==> config.mk <==
export PLATFORM = sky130hd
export DESIGN_NAME = spi_mem_sequencer
export DESIGN_NICKNAME = d
export VERILOG_FILES = /design/src/rtl/spi_mem_sequencer.sv
export SDC_FILE = /design/constraint.sdc
export NUM_CORES = 1
export LEC_CHECK = 0
export ABC_AREA = 0
export BUFFER_PORTS_ARGS = -buffer_cell sky130_fd_sc_hd__buf_4
export CAP_MARGIN = 20
export CORE_MARGIN = 2
export CORE_UTILIZATION = 45
export DETAILED_ROUTE_END_ITERATION = 6
export PLACE_DENSITY = 0.68
export SLEW_MARGIN = 20
export SYNTH_ARGS = -nofsm -noshare
export SYNTH_HDL_FRONTEND = slang
export SYNTH_SLANG_ARGS = --single-unit
==> constraint.sdc <==
create_clock -name clk -period 4.3 [get_ports clk]
set_input_delay 0.43 -clock clk [delete_from_list [all_inputs] [get_ports clk]]
set_output_delay 0.43 -clock clk [all_outputs]
set_load 0.05 [all_outputs]
==> src/rtl/spi_mem_sequencer.sv <==
// rtl/spi_mem_sequencer.sv - turns single Wishbone word accesses into spi_top register programs
//
// Purpose: sits between the SERV ibus/dbus arbiter and an OpenCores spi_top. It is
// the only master on the spi_top register bus. Every CPU access becomes a complete
// SPI memory transaction: opcode, 24-bit address and optional write data are loaded
// into TX1/TX0, slave select is set, the transfer is started and polled to completion,
// and for reads the RX0 word is returned with its byte order fixed up.
//
// Ports:
//   clk, rst_n          shared clock, synchronous active-low reset (spi_top uses the same)
//   i_wb_adr/dat/sel/we CPU request fields, captured when the request is accepted
//   i_wb_cyc            CPU request, held until o_wb_ack
//   o_wb_rdt, o_wb_ack  CPU read data and one-cycle completion pulse
//   o_spi_adr/dat/sel/we/cyc  spi_top register bus master (cyc doubles as stb)
//   i_spi_dat, i_spi_ack      spi_top register read data and access acknowledge
//   o_busy              high whenever the sequencer is not idle

module spi_mem_sequencer #(
   parameter logic [15:0] DIVIDER = 16'h0000,
   parameter logic [7:0]  SS_MASK = 8'h01,
   parameter logic [7:0]  RD_CMD  = 8'h03,
   parameter logic [7:0]  WR_CMD  = 8'h02
) (
   input  logic        clk,
   input  logic        rst_n,
   input  logic [31:0] i_wb_adr,
   input  logic [31:0] i_wb_dat,
   input  logic [3:0]  i_wb_sel,
   input  logic        i_wb_we,
   input  logic        i_wb_cyc,
   output logic [31:0] o_wb_rdt,
   output logic        o_wb_ack,
   output logic [4:0]  o_spi_adr,
   output logic [31:0] o_spi_dat,
   output logic [3:0]  o_spi_sel,
   output logic        o_spi_we,
   output logic        o_spi_cyc,
   input  logic [31:0] i_spi_dat,
   input  logic        i_spi_ack,
   output logic        o_busy
);

   localparam logic [4:0] ADR_TX0  = 5'h00;
   localparam logic [4:0] ADR_TX1  = 5'h04;
   localparam logic [4:0] ADR_CTRL = 5'h10;
   localparam logic [4:0] ADR_DIV  = 5'h14;
   localparam logic [4:0] ADR_SS   = 5'h18;

   typedef enum logic [3:0] {
      S_INIT, S_IDLE, S_TX1, S_TX0, S_SS, S_GO, S_POLL, S_RX, S_DONE
   } state_t;

   state_t      r_state;
   state_t      w_state_nxt;
   logic        r_spi_cyc;
   logic        w_cyc_nxt;
   logic        w_accept;
   logic [21:0] r_adr;
   logic [31:0] r_dat;
   logic [3:0]  r_sel;
   logic        r_we;
   logic        r_live;
   logic        r_ack;
   logic [31:0] r_rdt;

   logic [1:0]  w_off;
   logic [1:0]  w_hi;
   logic [2:0]  w_n;
   logic [31:0] w_bswap;
   logic [31:0] w_d_raw;
   logic [31:0] w_mask;
   logic [31:0] w_d;
   logic [7:0]  w_cmd;
   logic [63:0] w_f64;
   logic [6:0]  w_len;
   logic [31:0] w_ctrl;
   logic [4:0]  w_adr;
   logic [31:0] w_dat;
   logic        w_we;
   logic        w_unused;

   assign w_unused = ^{i_wb_adr[31:24], i_wb_adr[1:0]};

   // Byte span of the captured lane mask; reads always move a whole word.
   always_comb begin
      w_off = 2'd0;
      w_hi  = 2'd0;
      for (int i = 3; i >= 0; i--) begin
         if (r_sel[i]) w_off = i[1:0];
      end
      for (int i = 0; i < 4; i++) begin
         if (r_sel[i]) w_hi = i[1:0];
      end
      if (!r_we) begin
         w_off = 2'd0;
         w_hi  = 2'd3;
      end
   end

   assign w_n     = {1'b0, w_hi} - {1'b0, w_off} + 3'd1;
   assign w_bswap = {r_dat[7:0], r_dat[15:8], r_dat[23:16], r_dat[31:24]};
   // Lane off moves to the top byte; lanes above the span are masked off.
   assign w_d_raw = w_bswap << {w_off, 3'b000};
   assign w_mask  = ~(32'hFFFF_FFFF >> {w_n, 3'b000});
   assign w_d     = r_we ? (w_d_raw & w_mask) : 32'h0;
   assign w_cmd   = r_we ? WR_CMD : RD_CMD;
   // Right-align the frame so the SPI transfer length is exactly 4+n bytes.
   assign w_f64   = {w_cmd, r_adr, w_off, w_d} >> {(3'd4 - w_n), 3'b000};
   assign w_len   = 7'd32 + {1'b0, w_n, 3'b000};
   assign w_ctrl  = {18'b0, 1'b1, 2'b00, 1'b1, 1'b0, 1'b1, 1'b0, w_len};

   // Register access presented in each state.
   always_comb begin
      w_adr = 5'h00;
      w_dat = 32'h0;
      w_we  = 1'b0;
      case (r_state)
         S_INIT: begin w_adr = ADR_DIV;  w_dat = {16'h0, DIVIDER}; w_we = 1'b1; end
         S_TX1:  begin w_adr = ADR_TX1;  w_dat = w_f64[63:32];     w_we = 1'b1; end
         S_TX0:  begin w_adr = ADR_TX0;  w_dat = w_f64[31:0];      w_we = 1'b1; end
         S_SS:   begin w_adr = ADR_SS;   w_dat = {24'h0, SS_MASK}; w_we = 1'b1; end
         S_GO:   begin w_adr = ADR_CTRL; w_dat = w_ctrl;           w_we = 1'b1; end
         S_POLL: begin w_adr = ADR_CTRL; end
         S_RX:   begin w_adr = ADR_TX0;  end
         default: begin end
      endcase
   end

   // Next state. An access state whose cyc is low is in its one-cycle gap and
   // raises cyc next; an acked access drops cyc and moves on (POLL may stay).
   always_comb begin
      w_state_nxt = r_state;
      w_cyc_nxt   = r_spi_cyc;
      w_accept    = 1'b0;
      case (r_state)
         S_IDLE: begin
            if (i_wb_cyc) begin
               w_accept = 1'b1;
               if (i_wb_we && (i_wb_sel == 4'h0)) begin
                  w_state_nxt = S_DONE;
               end else begin
                  w_state_nxt = S_TX1;
                  w_cyc_nxt   = 1'b1;
               end
            end
         end
         S_DONE: w_state_nxt = S_IDLE;
         default: begin
            if (!r_spi_cyc) begin
               w_cyc_nxt = 1'b1;
            end else if (i_spi_ack) begin
               w_cyc_nxt = 1'b0;
               case (r_state)
                  S_INIT: w_state_nxt = S_IDLE;
                  S_TX1:  w_state_nxt = S_TX0;
                  S_TX0:  w_state_nxt = S_SS;
                  S_SS:   w_state_nxt = S_GO;
                  S_GO:   w_state_nxt = S_POLL;
                  S_POLL: begin
                     if (i_spi_dat[8])  w_state_nxt = S_POLL;
                     else if (r_we)     w_state_nxt = S_DONE;
                     else               w_state_nxt = S_RX;
                  end
                  S_RX:   w_state_nxt = S_DONE;
                  default: w_state_nxt = S_IDLE;
               endcase
            end
         end
      endcase
   end

   always_ff @(posedge clk) begin
      if (!rst_n) begin
         r_state   <= S_INIT;
         r_spi_cyc <= 1'b0;
         r_adr     <= 22'h0;
         r_dat     <= 32'h0;
         r_sel     <= 4'h0;
         r_we      <= 1'b0;
         r_live    <= 1'b0;
         r_ack     <= 1'b0;
         r_rdt     <= 32'h0;
      end else begin
         r_state   <= w_state_nxt;
         r_spi_cyc <= w_cyc_nxt;
         if (w_accept) begin
            r_adr  <= i_wb_adr[23:2];
            r_dat  <= i_wb_dat;
            r_sel  <= i_wb_sel;
            r_we   <= i_wb_we;
            r_live <= 1'b1;
         end else if (!i_wb_cyc) begin
            // A request withdrawn mid-sequence still completes but is never acked.
            r_live <= 1'b0;
         end
         r_ack <= (w_state_nxt == S_DONE) && i_wb_cyc && (w_accept || r_live);
         if ((r_state == S_RX) && r_spi_cyc && i_spi_ack) begin
            r_rdt <= {i_spi_dat[7:0], i_spi_dat[15:8], i_spi_dat[23:16], i_spi_dat[31:24]};
         end
      end
   end

   assign o_spi_cyc = r_spi_cyc;
   assign o_spi_sel = r_spi_cyc ? 4'hF : 4'h0;
   assign o_spi_adr = r_spi_cyc ? w_adr : 5'h00;
   assign o_spi_dat = r_spi_cyc ? w_dat : 32'h0;
   assign o_spi_we  = r_spi_cyc & w_we;
   assign o_wb_ack  = r_ack;
   assign o_wb_rdt  = r_rdt;
   // Held low during reset so every output reads zero while rst_n is asserted.
   assign o_busy    = rst_n && (r_state != S_IDLE);

endmodule

# Word-level counts from Yosys, hierarchy flattened
# Index checks and enable logic that the tools add are counted.
# totals
reg_bits	98
input_bits	105
output_inout_bits	77
# op_classes
addsub	4
eq_ne	13
n_shift	3
n_mux	34
bitwise_logic	4
n_reduce_logical	12
# op_table
op	n
$pmux 32 s4	1
$mux 32	2
$shr 58x6->64	1
$and 32x32->32	1
$not 32->32	1
$shl 32x5->32	1
$shr 32x6->32 const A	1
$mux 4	7
$pmux 4 s6	1
$pmux 5 s4	1
$eq 4x3->1 const B	4
$mux 2	8
$mux 1	11
$eq 4x2->1 const B	2
$eq 4x4->1 const B	2
$logic_not 4->1	2
$pmux 4 s2	1
$add 6x6->7 const A	1
$logic_and 1x1->1	6
$mux 5	1
$reduce_or 5->1	1
$eq 4x1->1 const B	1
$ne 2x2->1 const B	2
$ne 4x1->1 const B	1
other kinds (10)	10

# Longest topological paths before layout
# depth
ltp_word	14
ltp_mapped	17

# Worst setup path before layout
# No wires, ideal clock.
# synth_path
path_kind	register to output
from	register r_sel[1]
to	output o_spi_dat[4]
arrival_ps	4341
required_time_ps	3870
setup_slack_ps	-471
stages_incl_launch_ff	16
n_path_buf	6
cell_sequence	dfxtp_1 buf_2 o21ba_2 nand2_1 inv_2 buf_4 ha_1 inv_1 ha_1 ha_1 clkbuf_1 buf_2 clkbuf_1 clkbuf_1 a32oi_1 a211oi_1
# synth_between
elab_chain_len	13
elab_cells_between_ends	19
cone_classes	add/sub (4); shift (3); mux (10); bitwise (2)
# synth_lines
item	line	rtl
start: declaration	60	logic [3:0] r_sel;
start signal: assignment	189	r_sel <= i_wb_sel;
$mux 1	92	if (r_sel[i]) w_hi = i[1:0];
$mux 2 (2 in series)	92	
$mux 2	94	if (!r_we) begin
$sub 2x2->3	100	assign w_n = {1'b0, w_hi} - {1'b0, w_off} + 3'd1;
$add 3x1->3	100	
$shr 32x6->32	104	assign w_mask = ~(32'hFFFF_FFFF >> {w_n, 3'b000});
$not 32->32	104	
$and 32x32->32	105	assign w_d = r_we ? (w_d_raw & w_mask) : 32'h0;
$mux 32	105	
$shr 58x6->64	108	assign w_f64 = {w_cmd, r_adr, w_off, w_d} >> {(3'd4 - w_n), 3'b000};
$pmux 32 s4 (*)	117	case (r_state)
$mux 32 (*)	206	assign o_spi_dat = r_spi_cyc ? w_dat : 32'h0;
end: declaration	34	output logic [31:0] o_spi_dat,
# Every way passes the cells marked *; elsewhere a longest branch is shown, timed or not.

# Worst setup path in the final report
# layout_path
from	register r_we
to	output o_spi_dat[6]
# layout_between
elab_chain_len	10
elab_cells_between_ends	14
cone_classes	add/sub (4); shift (3); mux (5); bitwise (2)
# layout_lines
item	line	rtl
start: declaration	61	logic r_we;
start signal: assignment	190	r_we <= i_wb_we;
$mux 2	94	
$sub 2x2->3	100	
$add 3x1->3	100	
$shr 32x6->32	104	
$not 32->32	104	
$and 32x32->32	105	
$mux 32	105	
$shr 58x6->64	108	
$pmux 32 s4 (*)	117	
$mux 32 (*)	206	
# Marks and branches as above.

==> results.txt <==
signed area change from the synthesized netlist to the final layout: 29.8%
Die Span X: 123 µm
GR Overflow Total: 0
Power Internal: 1570 µW
area fraction in and, or, nand and nor cells after synthesis: 0.213
first-pass GRT wire length: 33.2 mm
worst min-delay path class: primary input to register
Required @ worst endpoint: 3870 ps
Pre-antenna DRT Iters: 5
largest family of logic cells by synthesized area: compound AO/OA/AOI/OAI gates
post-route cell area: 8320 µm²
post-synthesis register bit count: 98
netlist area before placement: 6410 µm²
total core area: 13,900 µm²
Die Area: 15,200 µm²
leading cell type by number of instances after synthesis: sky130_fd_sc_hd__nand2_1
compound-gate portion of the synthesized area: 0.327
mux cell area share after synthesis: 0.0729
via count of the routed design: 6,879
count of yosys warnings during synthesis: 0
buffers added on ports: 169
sequence of cells on the critical path: inv_1 -> nor3_1 -> ha_1 -> inv_1 -> ha_2 -> ha_4 -> buf_12 -> mux2i_1 -> o21ai_0 -> a221o_1 -> a221o_1 -> o211a_1 -> buf_4
Initial Util: 0.462
sequential share of power: 0.420
count of buffering cells on the critical path with inverters included: 4
worst relative slew slack: 0.382
cells taking the most area after synthesis: sky130_fd_sc_hd__dfxtp_1, sky130_fd_sc_hd__nand2_1, sky130_fd_sc_hd__a21boi_0, sky130_fd_sc_hd__mux2i_1, sky130_fd_sc_hd__a21oi_1
net count of the finished layout: 1,097
routed len/inst: 18.3 µm
mean post-synth cell area: 7.59 µm²
Worst Slack Setup Final: 148 ps
post-detailed-placement cell area: 7950 µm²
setup violation total in the final timing report: 0
ys async rst share: 0
# DRC: 0
number of placement rows: 43
number of unique standard cell types used by synthesis: 72
clock root buffer: sky130_fd_sc_hd__clkbuf_16
Final TNS setup: 0 ps
number of clock sinks seen by CTS: 98
Gate Count Post-Synth: 844
element type at the critical path start: register
power per cell area: 276 nW/µm²
maxcap violations: 0
CTS tree: done
Inst Count DP: 1,155
worst-path cell with the longest stage delay: sky130_fd_sc_hd__dfxtp_1
Switching Fraction: 0.317
adder and majority cell fraction of the synthesized area: 0.00781
number of antenna cells inserted: 0
Peak Freq: 0.241 GHz
run status: completed
final max-slew violation count: 0
global-route total usage across every layer: 0.282
min cycle time layout: 4150 ps
critical path start-end classification: register to primary output
H-tree levels: 3
pin count of the biggest net entering global routing: 99
unrepaired setup endpoints after global routing: false
slowest stage delay, CP: 430 ps
Least-Margin Pin Slew: 927 ps
CP max FO: 22
ys flop type: sky130_fd_sc_hd__dfxtp_1
Clk Latency, worst-skew pair: 360 ps
Antenna Violating Nets Remaining: 0
leading post-synthesis cells by instance count: sky130_fd_sc_hd__nand2_1, sky130_fd_sc_hd__dfxtp_1, sky130_fd_sc_hd__a21boi_0
fraction of power consumed by combinational cells: 0.228
count of placed standard cells in the final layout, fillers left out: 1,173
I/O pins: 182
Worst setup EP type: primary output
clock group share of total power: 0.352
Hold Buf Count CTS: 0
post-synth top area cell: sky130_fd_sc_hd__dfxtp_1
data arrival time at the worst-slack endpoint: 3720 ps
dpl hpwl: 15.9 mm
wire length reported by the detailed router: 21.5 mm
initial antenna violation count: 0
area share of the leading cell type in the synthesized netlist: 0.306
setup slack at placement: 286 ps
Final Hold Vio Count: 0
share of post-route cells with drive strength above 1: 0.278
number of buffers on the longest clock path: 2
Post-synth EDFFs: 0
delay-heaviest family, CP: compound AO/OA/AOI/OAI gates
clock-pin transition on the worst setup and hold timing paths: 70 ps
xor/xnor share of the synthesized area: 0.0143
worst voltage drop across the vdd grid: 276 µV
share of synthesized area occupied by flip-flops and latches: 0.306
part of the cycle the worst path needs: 0.966
height of the die: 123 µm
number of global-route vias before repair: 6,290
reported leakage power: 0.00293 µW
vias per std cell: 5.86
number of buffers inserted during clock tree synthesis: 9
switching power: 726 µW
routability congestion estimate: 0.968
clock skew: 8.29 ps
DRT iter0 DRCs: 597
[area by class of cell]
| class | instances | area (µm²) |
|---|---|---|
| fill | 1357 | 5570 |
| multi-input combinational | 661 | 4210 |
| sequential | 98 | 1960 |
| timing repair buffer | 203 | 1560 |
| clock buffer | 10 | 239 |
| tap | 180 | 225 |
| inverter | 15 | 60.1 |
| clock inverter | 6 | 56.3 |
[sequential cells by signal (all words and copies together), names as in the netlist]
| register | count |
|---|---|
| o_spi_cyc | 1 |
| o_wb_ack | 1 |
| o_wb_rdt | 32 |
| r_adr | 22 |
| r_dat | 32 |
| r_live | 1 |
| r_sel | 4 |
| r_state | 4 |
| r_we | 1 |
[worst reg2reg max path, stage by stage (launching register included)]
cell,delay [ps]
sky130_fd_sc_hd__dfxtp_1,570
sky130_fd_sc_hd__nor4b_1,750
sky130_fd_sc_hd__and2_2,590
sky130_fd_sc_hd__buf_4,430
sky130_fd_sc_hd__nand2_1,190
sky130_fd_sc_hd__a21boi_0,160
[cells in the final DEF, fill, tap and decap left out, types with 6 or more instances in the layout]
master | Yosys | layout
sky130_fd_sc_hd__a221o_1 | 6 | 6
sky130_fd_sc_hd__inv_1 | 12 | 12
sky130_fd_sc_hd__a21oi_1 | 39 | 38
sky130_fd_sc_hd__mux4_2 | 6 | 6
sky130_fd_sc_hd__mux2i_1 | 32 | 32
sky130_fd_sc_hd__nand2b_1 | 6 | 6
sky130_fd_sc_hd__nand2_1 | 235 | 234
sky130_fd_sc_hd__a21boi_0 | 93 | 93
sky130_fd_sc_hd__a211oi_2 | 3 | 13
sky130_fd_sc_hd__a221oi_1 | 21 | 20
sky130_fd_sc_hd__buf_4 | 8 | 200
sky130_fd_sc_hd__clkbuf_16 | 0 | 10
sky130_fd_sc_hd__dfxtp_1 | 98 | 96
sky130_fd_sc_hd__nor3_1 | 19 | 16
sky130_fd_sc_hd__a211oi_1 | 17 | 7
sky130_fd_sc_hd__o211ai_1 | 7 | 7
sky130_fd_sc_hd__o21ai_0 | 37 | 34
sky130_fd_sc_hd__o21ai_1 | 4 | 6
sky130_fd_sc_hd__nand3_1 | 9 | 9
sky130_fd_sc_hd__nor2_1 | 22 | 21
[worst paths after layout]
check	startpoint	end	slack [ps]	cells after the start
min	i_spi_dat[2]	o_wb_rdt[26]$_SDFFE_PN0P_	320	3
max reg2reg	r_state[0]$_SDFF_PN0_	r_dat[29]$_SDFFE_PN0P_	1540	5
min reg2reg	o_wb_rdt[22]$_SDFFE_PN0P_	o_wb_rdt[22]$_SDFFE_PN0P_	470	2
max	r_we$_SDFFE_PN0P_	o_spi_dat[6]	150	13
[what timing repair did]
item                                    4_1_cts  5_1_grt
setup buffers                                 0        1
cloned                                        0        1
pin swaps                                     0        1
endpoints found under the setup margin        6       17
gates resized for setup                       3        9
[layer usage]
layer / part of all wire / global-route usage / up-vias
li1: - / - / 3316
met1: 0.43 / 0.373 / 3247
met2: 0.47 / 0.452 / 273
met3: 0.074 / 0.0729 / 43
met4: 0.022 / 0.0817 / 0
met5: 0 / 0 / -
[power groups by stage]
stage	clock, µW	combinational (µW)	sequential (µW)
floorplan	0	330	973
global placement	0	502	983
detailed placement	0	503	984
CTS	819	506	963
global route	866	562	967
finish	807	523	964
[cell families after synthesis]
| kind of cell | after synthesis |
|---|---|
| buffers and inverters | 86 |
| and+or+nand+nor | 323 |
| other | 1 |
| adders and majority gates | 4 |
| AOI/OAI and AO/OA | 289 |
| DFF | 98 |
| xor gates and xnor gates | 4 |
| muxes | 39 |
[stage by stage]
step / hold slack, ps / total power [µW] / util
2_1_floorplan: 440 / 1300 / -
3_3_place_gp: 453 / 1490 / 0.573
3_5_place_dp: 458 / 1490 / 0.573
4_1_cts: 315 / 2290 / 0.595
5_1_grt: 315 / 2390 / 0.599
6_report: 321 / 2290 / 0.599
Power figures use the tool's default switching activity.
